===== src/rtl/inst_fifo.sv =====
// inst_fifo: circular instruction queue, up to 2 pushes and 2 retires per cycle.
// Optional empty-queue forwarding of push data to the decoder slots: define INST_FIFO_BYPASS_EN.
module inst_fifo #(
    parameter int DEPTH = 16,
    parameter int AW    = $clog2(DEPTH)
) (
    input  logic          clk,
    input  logic          resetn,
    input  logic          flush,
    input  logic [1:0]    push_req,
    input  logic [31:0]   push_inst0,
    input  logic [31:0]   push_inst1,
    input  logic [31:0]   push_pc0,
    input  logic [31:0]   push_pc1,
    input  logic [1:0]    pop_req,
    output logic          out_valid0,
    output logic          out_valid1,
    output logic [31:0]   out_inst0,
    output logic [31:0]   out_inst1,
    output logic [31:0]   out_pc0,
    output logic [31:0]   out_pc1,
    output logic          full,
    output logic          empty,
    output logic [AW:0]   count
);

    localparam logic [AW:0] FULL_LVL = (AW+1)'(DEPTH - 1);
    localparam logic [AW:0] CNT_ONE  = (AW+1)'(1);
    localparam logic [AW:0] CNT_TWO  = (AW+1)'(2);

    logic [31:0]   inst_mem [DEPTH];
    logic [31:0]   pc_mem   [DEPTH];

    logic [AW-1:0] wr_ptr;
    logic [AW-1:0] rd_ptr;
    logic [AW:0]   count_q;
    logic [AW-1:0] wr_ptr1;
    logic [AW-1:0] rd_ptr1;

    logic [1:0]    push_cnt;
    logic [1:0]    pop_cnt;
    logic [1:0]    npush;
    logic [1:0]    npop;
    logic [1:0]    avail;
    logic [1:0]    nwrite;
    logic [1:0]    rd_adv;
    logic          bypass;

    logic          wr_en0;
    logic          wr_en1;
    logic [31:0]   wr_inst0;
    logic [31:0]   wr_pc0;

    // 2'b10 is illegal on both request buses and counts as no request.
    always_comb begin
        case (push_req)
            2'b01:   push_cnt = 2'd1;
            2'b11:   push_cnt = 2'd2;
            default: push_cnt = 2'd0;
        endcase
        case (pop_req)
            2'b01:   pop_cnt = 2'd1;
            2'b11:   pop_cnt = 2'd2;
            default: pop_cnt = 2'd0;
        endcase
    end

    assign full  = (count_q >= FULL_LVL);
    assign empty = (count_q == '0);
    assign count = count_q;

`ifdef INST_FIFO_BYPASS_EN
    assign bypass = empty && !flush;
`else
    assign bypass = 1'b0;
`endif

    assign npush = full ? 2'd0 : push_cnt;

    // Retires are capped at what the decoder slots actually show this cycle.
    always_comb begin
        if (bypass)
            avail = npush;
        else if (count_q >= CNT_TWO)
            avail = 2'd2;
        else
            avail = count_q[1:0];
        npop = (pop_cnt > avail) ? avail : pop_cnt;
    end

    // Forwarded entries retired in the same cycle never reach storage.
    always_comb begin
        if (bypass) begin
            nwrite = npush - npop;
            rd_adv = 2'd0;
        end else begin
            nwrite = npush;
            rd_adv = npop;
        end
    end

    assign wr_ptr1  = wr_ptr + AW'(1);
    assign rd_ptr1  = rd_ptr + AW'(1);
    assign wr_en0   = !flush && (nwrite != 2'd0);
    assign wr_en1   = !flush && (nwrite == 2'd2);
    assign wr_inst0 = (bypass && npop == 2'd1) ? push_inst1 : push_inst0;
    assign wr_pc0   = (bypass && npop == 2'd1) ? push_pc1   : push_pc0;

    always_ff @(posedge clk) begin
        if (wr_en0) begin
            inst_mem[wr_ptr] <= wr_inst0;
            pc_mem[wr_ptr]   <= wr_pc0;
        end
        if (wr_en1) begin
            inst_mem[wr_ptr1] <= push_inst1;
            pc_mem[wr_ptr1]   <= push_pc1;
        end
    end

    always_ff @(posedge clk or negedge resetn) begin
        if (!resetn) begin
            wr_ptr  <= '0;
            rd_ptr  <= '0;
            count_q <= '0;
        end else if (flush) begin
            wr_ptr  <= '0;
            rd_ptr  <= '0;
            count_q <= '0;
        end else begin
            wr_ptr  <= wr_ptr + AW'(nwrite);
            rd_ptr  <= rd_ptr + AW'(rd_adv);
            count_q <= count_q + (AW+1)'(nwrite) - (AW+1)'(rd_adv);
        end
    end

    // Empty slots present a zero word so the decoder sees a NOP.
    always_comb begin
        out_valid0 = (count_q >= CNT_ONE);
        out_valid1 = (count_q >= CNT_TWO);
        out_inst0  = inst_mem[rd_ptr];
        out_inst1  = inst_mem[rd_ptr1];
        out_pc0    = pc_mem[rd_ptr];
        out_pc1    = pc_mem[rd_ptr1];
        if (bypass) begin
            out_valid0 = (push_cnt != 2'd0);
            out_valid1 = (push_cnt == 2'd2);
            out_inst0  = push_inst0;
            out_inst1  = push_inst1;
            out_pc0    = push_pc0;
            out_pc1    = push_pc1;
        end
        if (!out_valid0)
            out_inst0 = 32'h0;
        if (!out_valid1)
            out_inst1 = 32'h0;
    end

endmodule

===== config.mk =====
export PLATFORM = sky130hd
export DESIGN_NAME = inst_fifo
export DESIGN_NICKNAME = d
export VERILOG_FILES = /design/src/rtl/inst_fifo.sv
export SDC_FILE = /design/constraint.sdc
export NUM_CORES = 2
export LEC_CHECK = 0
export BUFFER_PORTS_ARGS = -buffer_cell sky130_fd_sc_hd__buf_2
export CORE_MARGIN = 3
export CORE_UTILIZATION = 30
export CTS_BUF_LIST = sky130_fd_sc_hd__clkbuf_4 sky130_fd_sc_hd__clkbuf_8
export CTS_CLUSTER_DIAMETER = 30
export DETAILED_ROUTE_END_ITERATION = 12
export GPL_ROUTABILITY_DRIVEN = 0
export GPL_TIMING_DRIVEN = 0
export HOLD_SLACK_MARGIN = 0.12
export PLACE_DENSITY = 0.51
export SETUP_SLACK_MARGIN = 0.05
export SLEW_MARGIN = 0
export SYNTH_ARGS = -nofsm -noshare
export SYNTH_HDL_FRONTEND = slang
export SYNTH_SLANG_ARGS = --single-unit

===== constraint.sdc =====
create_clock -name clk -period 11.2 [get_ports clk]
set_clock_uncertainty 0.2 [all_clocks]
set_input_delay 1.68 -clock clk [delete_from_list [all_inputs] [get_ports clk]]
set_output_delay 1.68 -clock clk [all_outputs]
set_load 0.05 [all_outputs]

# ---- Word level (Yosys, flattened, before mapping)
# Memory sizes are Yosys's and may differ from the RTL's.
# Cells that the tools add are included.
dict set report totals {
  register_bits 13
  ram_bits 1024
  input_bits 135
  memories 2
}
dict set report op_classes {
  addsub 6
  order_cmp 4
  eq_ne 5
  mux 14
  reduce_logical 5
}
# name depth word_bits read_ports rd_ports_with_merged_regs write_ports line
set memory_table {}
lappend memory_table {inst_mem 16 32 2 0 2 31} ;# logic [31:0] inst_mem [DEPTH];
lappend memory_table {pc_mem 16 32 2 0 2 32} ;# logic [31:0] pc_mem [DEPTH];
# op count
set op_table {}
lappend op_table {{$mux 32} 2}
lappend op_table {{$add 4x1->4 const B} 2}
lappend op_table {{$add 4x2->4} 2}
lappend op_table {{$mux 4} 2}
lappend op_table {{$pmux 2 s2} 2}
lappend op_table {{$eq 2x2->1 const B} 3}
lappend op_table {{$mux 2} 3}
lappend op_table {{$add 5x2->5} 1}
lappend op_table {{$ge 5x1->1 const B} 1}
lappend op_table {{$ge 5x2->1 const B} 1}
lappend op_table {{$ge 5x4->1 const B} 1}
lappend op_table {{$logic_not 5->1} 1}
lappend op_table {{$mux 5} 1}
lappend op_table {{$sub 5x2->5} 1}
lappend op_table {{$eq 2x1->1 const B} 2}
lappend op_table {{$mux 1} 4}
lappend op_table {{$gt 2x2->1} 1}
lappend op_table {{$logic_and 1x1->1} 2}
lappend op_table {{$reduce_bool 2->1} 1}
lappend op_table {{$logic_not 1->1} 1}

# ---- Longest topological paths before layout
dict set report depth {
  word_depth 7
  mapped_depth 20
  mapped_depth_nobuf 19
}

# ---- Worst setup path after synthesis
# No wires, ideal clock.
dict set report synth_path {
  kind {input -> register}
  from {input port flush}
  to {memory inst_mem[12][0], enable pin}
  arrival_time_ns 8.689
  t_required_ns 10.339
  slack_ns 1.650
  stages 3
  n_path_buf 1
  cell_sequence {a211o_1 > clkbuf_1 > o41ai_1}
}
# element line
set synth_lines {}
lappend synth_lines {{from (decl)} 9} ;# input logic flush,
lappend synth_lines {{to (decl)} 31}

# ---- Worst setup path in the final report
dict set report layout_path {
  from {register rd_ptr[1]}
  to {output port out_inst1[3]}
}
dict set report layout_via {
  elab_chain_cells 3
}
# element line
set layout_rtl {}
lappend layout_rtl {{from (decl)} 35} ;# logic [AW-1:0] rd_ptr;
lappend layout_rtl {{from (signal assigned)} 131} ;# rd_ptr <= rd_ptr + AW'(rd_adv);
lappend layout_rtl {{$add 4x1->4} 103} ;# assign rd_ptr1 = rd_ptr + AW'(1);
lappend layout_rtl {{$mem_v2 16x32} --}
lappend layout_rtl {{$mux 32} 154} ;# if (!out_valid1)
lappend layout_rtl {{to (decl)} 19} ;# output logic [31:0] out_inst1,
# Every way passes these cells.

==> results.md <==
* Outcome: finished with violations
* Failing checks: max-capacitance violations
* Largest net degree at the start of global routing at 18
* DR pass1 iterations at 6
* Synth top area share at 0.499
* Die area at roughly 210000 sq um
* Worst skew pair latency at ~1.0 ns
* CTS tree: yes
* Worst-path clk slew at roughly 0.05 ns
* Via Count at 41.6k
* DRT iter0 DRCs at about 5.4k
* Warnings from Yosys at 0
* Worst setup SP type: flop
* Die Span X at between 400 and 500 um
* Reg2Reg Depth at 14
* Crit path DAT at about 6.0 ns
* Hold Crit Class: input port to asynchronous set/reset pin
* Nets at 4500
* Crit-path slowest cell: clkbuf_1
* Commonest non-fill, non-tap cell in the layout: edfxtp_1
* Register bit total from synthesis at ~1.0k
* Required @ worst endpoint at a little over 9 ns
* Leading area contributor after synthesis: edfxtp_1
* Cell mode on critical path: clkbuf_1
* Dpl ws at ~4 ns
* # port buffers at approximately 270
* F_max at between 100 and 150 MHz
* # IOs at 272
* Hold Buf Count CTS at 0
* Mean Syn Cell Area at roughly 17 sq um
* Max-Cap Viols at 1
* Post-synthesis cell type count at 49
* Final Hold Violating Endpoints at 0
* Reg-to-reg slack, setup at approximately 6 ns
* WHS at 0.366 ns
* Critical Path End Type: output pin
* Worst-Margin Slew at ~1.5 ns
* Multi-input combinational cell area at ~29000 sq um
* Via count of the first global-routing pass at approximately 42k
* Global Route Usage Sum at 0.238
* Pleak at between 0.02 and 0.03 uW
* Core Region at 203000 sq um
* Clk buf depth at 4
* Final Cycle Share at 0.700
* Reg area at roughly 31000 sq um
* Post-Syn Area at just over 60000 sq um
* Final setup violation count at 0
* Total CTS buffers at between 200 and 300
* WL/cell at about 35 um
* Synthesized Nets at 3793
* H-tree Lvls at 5
* Global-route wire length before repair at about 350 mm
* Max-slew headroom at 0.00535
* Critical-path cell list: ha_1 > buf_1 > clkbuf_1 > clkbuf_1 > mux4_2 > mux2i_1 > o22ai_1 > buf_2
* Worst VDD drop at 0.285 mV
* Top post-synthesis cells by area: edfxtp_1 (50%), mux4_2 (20%), mux2_2 (11%), mux2_4 (8.4%), clkbuf_1 (1.5%)
* Crit path largest cell delay at between 0.9 and 1 ns
* CP max FO at 10
* Tmin final at 7.84 ns
* Capture point of the worst reg-to-reg path: pc_mem[4][9]
* Sequential element share of the synthesized area at 0.504
* Setup ws final at between 3 and 4 ns
* Share of post-route cells with drive strength above 1 at 0.562
* Crit path kind: flop to output pin
* Final wirelength at 257 mm
* # rows at ~170
* Cells after Synth at roughly 3.6k
* Final ANT Viol Nets at 0
* DRC at 0
* Commonest non-fill, non-tap cells in the layout: edfxtp_1 (1024), mux2_2 (614), mux4_2 (544)
* Pins Over Slew Limit at 0
* Pwr per Cell Area at 232 nW/um^2
* Area delta synth->final at 21.1%
* DR vias/cell at between 5 and 6
* Filler cells at 19.2k
* Unrepaired setup endpoints after global routing: no
* Sink Count at between 1k and 1.5k
* Die height at around 460 um
* Gr ovfl total at 0
* Initial Util at 0.303
* Clock Root Buffer: clkbuf_8
* Post-CTS Setup Repair Bufs at 0
* Resized cells post-CTS at 0
* R2R Path Start: count[4]
* Post-DP HPWL at about 180 mm
* Initial antenna violation count at 61
## state kept, by name (all words and copies together), names as in the netlist
signal    count
wr_ptr        4
inst_mem    512
count         5
pc_mem      512
rd_ptr        4
## how the worst max path moves through the flow
stage	start	end	depth (start not counted)
2_1_floorplan	flush	inst_mem[12][0]	3
3_3_place_gp	flush	pc_mem[4][4]	4
3_5_place_dp	rd_ptr[0]	out_inst1[1]	8
4_1_cts	rd_ptr[0]	out_inst1[1]	8
5_1_grt	rd_ptr[1]	out_inst0[1]	8
6_report	rd_ptr[1]	out_inst1[3]	8
## synthesized netlist by cell type, drive strengths merged
library cell and count:
a2111o 1, a2111oi 1, a211o 1, a211oi 33
a21o 3, a21oi 58, a22oi 64, a31oi 12
a32oi 1, and2 23, and3 1, buf 175
clkbuf 246, dfrtp 13, edfxtp 1024, fa 4
ha 17, inv 16, mux2 960, mux2i 85
mux4 544, nand2 223, nand2b 6, nand3 6
nand3b 1, nand4 3, nand4bb 1, nor2 13
nor2b 22, nor3 2, nor3b 2, nor4 2
o21a 1, o21ai 12, o22ai 32, o41ai 3
or2 2, or3 3, or4 12, xnor2 5
xor2 4
## critical path, delay by kind of cell (launching register included)
kind                       cells  cell delay (ns)
AOI/OAI and AO/OA              1             0.67
adders and majority gates      1             0.42
buffers and inverters          4             2.90
DFF                            1             0.44
muxes                          2             0.46
## where the power goes
part | internal (uW) | total (uW) | leakage, uW | switching (uW)
logic | 2470 | 7290 | 0.0137 | 4820
registers | 4380 | 4440 | 0.00940 | 63.7
clock network | 3520 | 5600 | 0.00316 | 2080
total | 10400 | 17300 | 0.0263 | 6970
## metrics by stage
| step | total power [uW] | cells | utilization | area [sq um] | setup TNS, ns |
|---|---|---|---|---|---|
| after floorplan | 9160 | 3637 | - | 61700 | 0 |
| after global placement | 11700 | 6578 | 0.326 | 66400 | -7076.04 |
| after detailed placement | 11700 | 6717 | 0.336 | 68400 | 0 |
| after CTS | 17300 | 7213 | 0.367 | 74600 | 0 |
| after global routing | 17800 | 7226 | 0.367 | 74700 | 0 |
| final | 17300 | 7244 | 0.367 | 74700 | 0 |
## cell families (layout without fill, tap and decap cells)
kind of cell / count (synthesis) / in the layout / share of synthesized area
multiplexers: 1589 / 1589 / 0.409
other: 0 / 28 / 0
AO/OA/AOI/OAI: 222 / 222 / 0.0236
buffers and inverters: 437 / 1344 / 0.0340
XOR/XNOR: 9 / 9 / 0.00128
flip-flops: 1037 / 1037 / 0.504
adder cells (fa/ha/maj): 21 / 21 / 0.00475
AND/OR/NAND/NOR: 322 / 322 / 0.0239
## layer usage
| metal | track usage | wire length [um] | share of wire | vias up |
|---|---|---|---|---|
| met3 | 0.0640 | 25500 | 0.099 | 619 |
| met5 | 0 | 171 | 0.00067 | - |
| met4 | 0.0955 | 11100 | 0.043 | 26 |
| li1 | - | - | - | 16404 |
| met1 | 0.310 | 102000 | 0.40 | 21921 |
| met2 | 0.377 | 119000 | 0.46 | 2595 |
## cell type report
class	instances	share of cell area
well taps	2672	0.0447
inverters	16	0.000804
clock buffers	351	0.0607
clock inverters	145	0.0225
multi-input cells	2163	0.384
diodes	28	0.000938
plain buffers	421	0.0275
repair buffers	411	0.0432
flip-flops and latches	1037	0.416
No activity file was read; power rests on OpenSTA's default activity.
